<file path="src/rtl/ram_dumper_pkg.sv">
// rtl/ram_dumper_pkg.sv - shared state encoding and defaults for the RAM read-back engine
package ram_dumper_pkg;

  localparam int DEFAULT_DEPTH = 16;

  typedef enum logic [1:0] {
    IDLE = 2'd0,
    READ = 2'd1,
    SEND = 2'd2,
    DONE = 2'd3
  } state_e;

endpackage

</file>
<file path="src/rtl/ram_dumper.sv">
// rtl/ram_dumper.sv - walks an address range of the SAP-1 RAM and streams each word with its address
module ram_dumper
  import ram_dumper_pkg::*;
#(
  parameter int ADDR_WIDTH = 8,
  parameter int DATA_WIDTH = 16,
  parameter int DEPTH      = DEFAULT_DEPTH
) (
  input  logic                  i_clock,
  input  logic                  i_reset,
  input  logic                  i_debug,
  input  logic                  i_start,
  input  logic                  i_abort,
  input  logic [ADDR_WIDTH-1:0] i_first_address,
  input  logic [ADDR_WIDTH-1:0] i_last_address,
  output logic [ADDR_WIDTH-1:0] o_ram_address,
  output logic                  o_ram_read_enable,
  input  logic [DATA_WIDTH-1:0] i_ram_data,
  output logic [DATA_WIDTH-1:0] o_data,
  output logic [ADDR_WIDTH-1:0] o_address,
  output logic                  o_valid,
  input  logic                  i_ready,
  output logic                  o_busy,
  output logic                  o_done,
  output logic [DATA_WIDTH-1:0] o_checksum
);

  localparam logic [ADDR_WIDTH-1:0] LAST_LEGAL = ADDR_WIDTH'(DEPTH - 1);

  state_e                  state_q, state_d;
  logic [ADDR_WIDTH-1:0]   addr_q, addr_d;
  logic [ADDR_WIDTH-1:0]   last_q, last_d;
  logic [ADDR_WIDTH-1:0]   ram_addr_q, ram_addr_d;
  logic [ADDR_WIDTH-1:0]   address_q, address_d;
  logic [DATA_WIDTH-1:0]   data_q, data_d;
  logic [DATA_WIDTH-1:0]   checksum_q, checksum_d;
  logic                    valid_q, valid_d;
  logic [ADDR_WIDTH-1:0]   last_clamped;
  logic                    handshake;

  // Debug printing lives in the bench; the pin is kept for interface compatibility.
  logic unused_debug;
  assign unused_debug = i_debug;

  always_comb begin
    state_d      = state_q;
    addr_d       = addr_q;
    last_d       = last_q;
    ram_addr_d   = ram_addr_q;
    address_d    = address_q;
    data_d       = data_q;
    checksum_d   = checksum_q;
    valid_d      = valid_q;
    last_clamped = (i_last_address > LAST_LEGAL) ? LAST_LEGAL : i_last_address;
    handshake    = valid_q && i_ready;

    case (state_q)
      IDLE: begin
        if (i_start) begin
          addr_d     = i_first_address;
          last_d     = last_clamped;
          checksum_d = '0;
          state_d    = (i_first_address > last_clamped) ? DONE : READ;
        end
      end
      READ: begin
        ram_addr_d = addr_q;
        data_d     = i_ram_data;
        address_d  = addr_q;
        valid_d    = 1'b1;
        state_d    = SEND;
      end
      SEND: begin
        if (handshake) begin
          valid_d    = 1'b0;
          checksum_d = checksum_q + data_q;
          if (addr_q == last_q) begin
            state_d = DONE;
          end else begin
            addr_d  = addr_q + 1'b1;
            state_d = READ;
          end
        end
      end
      default: state_d = IDLE;
    endcase

    // Abort wins over a same-cycle handshake so a cancelled word never reaches the checksum.
    if (i_abort && (state_q != IDLE)) begin
      state_d    = IDLE;
      valid_d    = 1'b0;
      checksum_d = checksum_q;
      addr_d     = addr_q;
      data_d     = data_q;
      address_d  = address_q;
    end
  end

  always_ff @(posedge i_clock) begin
    if (!i_reset) begin
      state_q    <= IDLE;
      addr_q     <= '0;
      last_q     <= '0;
      ram_addr_q <= '0;
      address_q  <= '0;
      data_q     <= '0;
      checksum_q <= '0;
      valid_q    <= 1'b0;
    end else begin
      state_q    <= state_d;
      addr_q     <= addr_d;
      last_q     <= last_d;
      ram_addr_q <= ram_addr_d;
      address_q  <= address_d;
      data_q     <= data_d;
      checksum_q <= checksum_d;
      valid_q    <= valid_d;
    end
  end

  assign o_ram_address     = (state_q == READ) ? addr_q : ram_addr_q;
  assign o_ram_read_enable = (state_q == READ);
  assign o_data            = data_q;
  assign o_address         = address_q;
  assign o_valid           = valid_q;
  assign o_busy            = (state_q != IDLE);
  assign o_done            = (state_q == DONE);
  assign o_checksum        = checksum_q;

endmodule

</file>
<file path="config.mk">
export PLATFORM = sky130hd
export DESIGN_NAME = ram_dumper
export DESIGN_NICKNAME = d
export VERILOG_FILES = /design/src/rtl/ram_dumper_pkg.sv /design/src/rtl/ram_dumper.sv
export SDC_FILE = /design/constraint.sdc
export NUM_CORES = 1
export LEC_CHECK = 0
export ABC_AREA = 1
export CORE_MARGIN = 5
export CORE_UTILIZATION = 35
export DETAILED_ROUTE_END_ITERATION = 8
export PLACE_DENSITY = 0.72
export REMOVE_ABC_BUFFERS = 1
export SLEW_MARGIN = 20
export SYNTH_ARGS = -nofsm -noshare
export SYNTH_HDL_FRONTEND = slang
export SYNTH_SLANG_ARGS = --single-unit
export TNS_END_PERCENT = 10
</file>
<file path="constraint.sdc">
create_clock -name i_clock -period 1.8 [get_ports i_clock]
set_clock_uncertainty 0.05 [all_clocks]
set_input_delay 0.45 -clock i_clock [delete_from_list [all_inputs] [get_ports i_clock]]
set_output_delay 0.45 -clock i_clock [all_outputs]
set_load 0.05 [all_outputs]
</file>
After elaboration in Yosys (flattened, before gate mapping)
Cells that the tools add are included.
{"block": "word_totals", "register_bits": 67, "word_cells": 50}
{"block": "op_classes", "addsub": 2, "magnitude_cmp": 2, "eq_ne": 7, "n_mux": 16, "bitwise": 2, "reduce_logical": 13}
{"operator": "8-bit two-way mux", "n": 5}
{"operator": "16-bit two-way mux", "n": 2}
{"operator": "16-bit case mux with 2 select lines", "n": 1}
{"operator": "16-bit adder", "n": 1}
{"operator": "8-bit case mux with 2 select lines", "n": 1}
{"operator": "8-bit by 1-bit adder with 8-bit output (second input constant)", "n": 1}
{"operator": "8-bit == test", "n": 1}
{"operator": "8-bit by 4-bit greater-than comparator with 1-bit output (second input constant)", "n": 1}
{"operator": "8-bit greater-than comparator", "n": 1}
{"operator": "2-bit two-way mux", "n": 4}
{"operator": "2-bit AND reduction", "n": 4}
{"operator": "2-bit inequality test (second input constant)", "n": 3}
{"operator": "2-bit case mux with 3 select lines", "n": 1}
{"operator": "2-bit nonzero test", "n": 3}
{"operator": "5-bit AND reduction", "n": 1}
{"operator": "2-bit == test (second input constant)", "n": 2}
{"operator": "4-bit AND reduction", "n": 1}
{"operator": "2-bit by 1-bit == test with 1-bit output (second input constant)", "n": 1}
{"operator": "1-bit logical AND", "n": 2}
{"operator": "2-bit logical NOT", "n": 1}
{"operator": "1-bit NOT", "n": 2}
{"operator": "1-bit case mux with 2 select lines", "n": 1}
{"operator": "2-bit OR reduction", "n": 1}
{"operator": "1-bit two-way mux", "n": 1}

Logic depth before layout (Yosys ltp)
{"block": "logic_depth", "word_depth": 6, "mapped_depth": 14}

Worst setup path after synthesis
Ideal clock, no wire load.
{"block": "synth_path", "kind": "register -> register", "startpoint": "register checksum_q[3], in the netlist o_checksum[3]", "endpoint": "register checksum_q[6], in the netlist o_checksum[6]", "arrival_ns": 1.816, "t_required_ns": 1.617, "setup_slack_ns": -0.200, "path_stages_with_launch": 8, "period_less_slack_ns": 2.000, "path_cell_list": "dfxtp_1 ha_1 or2_2 nand3b_1 nand2_1 or2_2 nand3_2 a21oi_2"}
{"block": "synth_via", "elab_chain_len": 3}
{"item": "start, declared", "line": "ram_dumper.sv:36", "source": "logic [DATA_WIDTH-1:0] checksum_q, checksum_d;"}
{"item": "start signal, assigned", "line": "ram_dumper.sv:116", "source": "checksum_q <= checksum_d;"}
{"item": "16-bit adder", "line": "ram_dumper.sv:76", "source": "checksum_d = checksum_q + data_q;"}
{"item": "16-bit two-way mux", "line": "ram_dumper.sv:74", "source": "if (handshake) begin"}
{"item": "16-bit case mux with 2 select lines", "line": "ram_dumper.sv:57", "source": "case (state_q)"}
Every way passes these cells. The select of a mux whose other input is x is not followed.
A chain may end at the register's enable or synchronous reset.

Worst setup path in the final report
{"block": "layout_path", "startpoint": "register state_q[0]", "endpoint": "output o_ram_address[6]"}
{"block": "layout_via", "elab_chain_len": 2}
{"item": "start, declared", "line": "ram_dumper.sv:30", "source": "state_e state_q, state_d;"}
{"item": "start signal, assigned", "line": "ram_dumper.sv:110", "source": "state_q <= state_d;"}
{"item": "2-bit by 1-bit == test with 1-bit output", "line": "ram_dumper.sv:121", "source": "assign o_ram_address = (state_q == READ) ? addr_q : ram_addr_q;"}
{"item": "8-bit two-way mux"}
{"item": "end, declared", "line": "ram_dumper.sv:16", "source": "output logic [ADDR_WIDTH-1:0] o_ram_address,"}
Every way passes these cells.

==> reports/summary.txt <==
simple-gate portion of the synthesized area = 34.34%
Syn Std Cell Area = 3960 um^2
most frequent cells in the layout = 175 x nand2_1, 80 x buf_4, 68 x inv_1
Clock Tree Buf Depth = 2
violated checks = setup timing
Seq/Total Area, Yosys = 33.87%
Synth warnings = 0
top cell type's share of synthesized area = 33.87%
Max Cap Viol = 0
fin cells = 894
dominant synthesized flop cell = dfxtp_1
DP Cell Count = 865
clock latency on the worst-skew pair = 330 ps
pre-CTS setup slack = -803.4 ps
#FFs+latches synth = 67
Comb pwr share = 33.0%
CTS buffer count = 9
GRT Residual Overflow = 0
Sinks on Clock Net = 67
placed wire-length estimate = 8.997 mm
Yosys cell types = 32
Worst Setup End Kind = output port
TritonCTS clock tree = yes
crit path cell chain = inv_2, nor2_4, buf_6, or2_2, o21ai_2, inv_1, buf_6
Crit-path slowest cell = dfxtp_2
Tot GR Track Use = 18.36%
Avg Cell Area, Syn = 6.611 um^2
initial antenna violation count = 0
Post-Synth XOR/XNOR Area = 1.327%
Static Leak = 2.937 nW
H-tree depth = 3
required time worst endpoint = 1300 ps
cell-internal power = 3.443 mW
largest family of logic cells by synthesized area = simple AND/OR/NAND/NOR gates
total net switching power = 1.833 mW
Post-DRT Antenna Nets = 0
Die Area = 13540 um^2
Max Fclk = 499.8 MHz
unrepaired setup endpoints after global routing = true
share of flip-flops with an asynchronous set or reset = 0%
Startpoint Class = register
Synth area leaders = dfxtp_1 34%, nand2_1 17%, ha_1 7.6%, inv_1 7.1%, a21oi_1 6.7%
Final #Nets = 812
cells on worst reg2reg path = 9
global-route wire length before repair = 20.02 mm
min Tclk post-route = 2001 ps
Layout area overhead = 56.75%
Synth Area in Compound Gates = 12.23%
largest net degree at the start of global routing = 27
DRT Wirelength = 12.32 mm
Hold Crit Depth = 2
register share of total power = 32.6%
Clk pwr share = 34.3%
wire per inst = 13.78 um
Net Sw Frac = 34.74%
fin crit share = 111.1%
maximum VDD drop = 0.4434 mV
final setup violation count = 12
Die W = 116.4 um
critical path class = register to output port
Reg clk slew, reported paths = 60 ps
worst min-delay path class = register to register
DR vias/cell = 4.913
Power Dens Cells = 850.0 nW/um^2
DR iter-0 viols = 230
Root Buffer = clkbuf_16
via count = 4392
Setup TNS Final = -1654 ps
overall power = 5.276 mW
# hold bufs at CTS = 0
IO Port Bufs = 88
fraction of layout cells with a size suffix above 1 = 29.44%
CP peak stage delay = 330 ps
Syn Inst Count = 599
drc violations = 0
CP arrival = 1500 ps
status = finished, violations left
synthesized-area fraction occupied by adder cells = 8.088%
initial core utilization = 36.06%
via count of the first global-routing pass = 4457
area leader, netlist = dfxtp_1
FP Rows = 38
IO Pins = 90
worst setup margin = -200.6 ps
Worst path most repeated cell = buf_6
Core Area = 10980 um^2
number of synthesized flops with an enable pin = 0
Final Wtd Congestion = 0.9454
Max Slew Vio Count = 0
Final Hold Vio Count = 0
Die Y = 116.4 um
mux cell area share after synthesis = 0.2528%
Diodes inserted = 0
commonest non-fill, non-tap cell in the layout = nand2_1
drt first pass iters = 5
CP max FO = 12
Final Core Density = 56.52%
-- metal layers --
layer	vias to the layer above	wire length, um	GRT usage (%)
li1	2205	-	-
met1	2042	5048	21.13
met2	118	6395	34.25
met3	27	580	2.850
met4	0	297	6.342
met5	-	0	0
-- synthesized netlist by cell type, types with 7 or more instances --
library cell,instances
nor2_1,44
dfxtp_1,67
nand3_2,7
nor3_1,7
ha_1,24
inv_1,75
nand3_1,45
clkbuf_1,12
o21ai_0,23
a21oi_1,53
or2_2,15
nand2_1,180
-- power groups by stage --
stage	logic, mW	clock network, mW	registers, mW
after floorplan	0.757	0	1.80
after global placement	1.53	0	1.72
after detailed placement	1.56	0	1.73
after CTS	1.69	1.85	1.70
after global routing	1.88	1.92	1.74
final	1.74	1.81	1.72
-- final timing paths --
check | end | slack, ps | start
setup / recovery | o_ram_address[6] | -200 | state_q[0]$_SDFFE_PP0P_
hold / removal | last_q[4]$_SDFFE_PN0P_ | 400 | last_q[4]$_SDFFE_PN0P_
setup reg to reg | o_checksum[6]$_SDFFE_PN0P_ | 20 | o_data[0]$_SDFFE_PN0P_
hold reg to reg | last_q[4]$_SDFFE_PN0P_ | 400 | last_q[4]$_SDFFE_PN0P_
-- flip-flops by register name (all words and copies together) (netlist names) --
register,cells
o_checksum,16
ram_addr_q,8
o_data,16
state_q,2
o_valid,1
last_q,8
o_address,8
addr_q,8
-- layout make-up --
cell class / count / area [um^2]
clock buffer: 9 / 225.2
clock inverter: 7 / 80.08
fill: 1009 / 4776
inverter: 80 / 307.8
multi-input combinational: 436 / 2461
sequential: 67 / 1348
tap: 140 / 175.2
timing repair buffer: 155 / 1610
-- kinds of logic (layout without fill, tap and decap cells) --
group,count (synthesis),count (layout)
buf+inv,99,251
xor+xnor,6,6
fa+ha+maj,25,25
flops,67,67
other cells,1,4
simple gates,312,312
mux,1,1
compound gates,88,88
-- worst max-delay path: cells and delay by family, from the launching register on --
| family | cells | cell delay [ps] |
|---|---|---|
| flops | 1 | 330 |
| simple gates | 2 | 330 |
| buf+inv | 4 | 440 |
| compound gates | 1 | 70 |
-- stage by stage --
| stage | hold slack [ps] | instance area, um^2 |
|---|---|---|
| floorplan | 376.8 | 3885 |
| global placement | 385.2 | 5519 |
| detailed placement | 393.0 | 5519 |
| CTS | 403.7 | 6040 |
| global route | 424.2 | 6207 |
| finish | 402.6 | 6207 |
-- timing repair --
action	4_1_cts	5_1_grt
pin swaps	8	5
endpoints found under the setup margin	17	27
setup buffers	12	1
resized for setup	53	42
(Power assumes the default switching activity.)
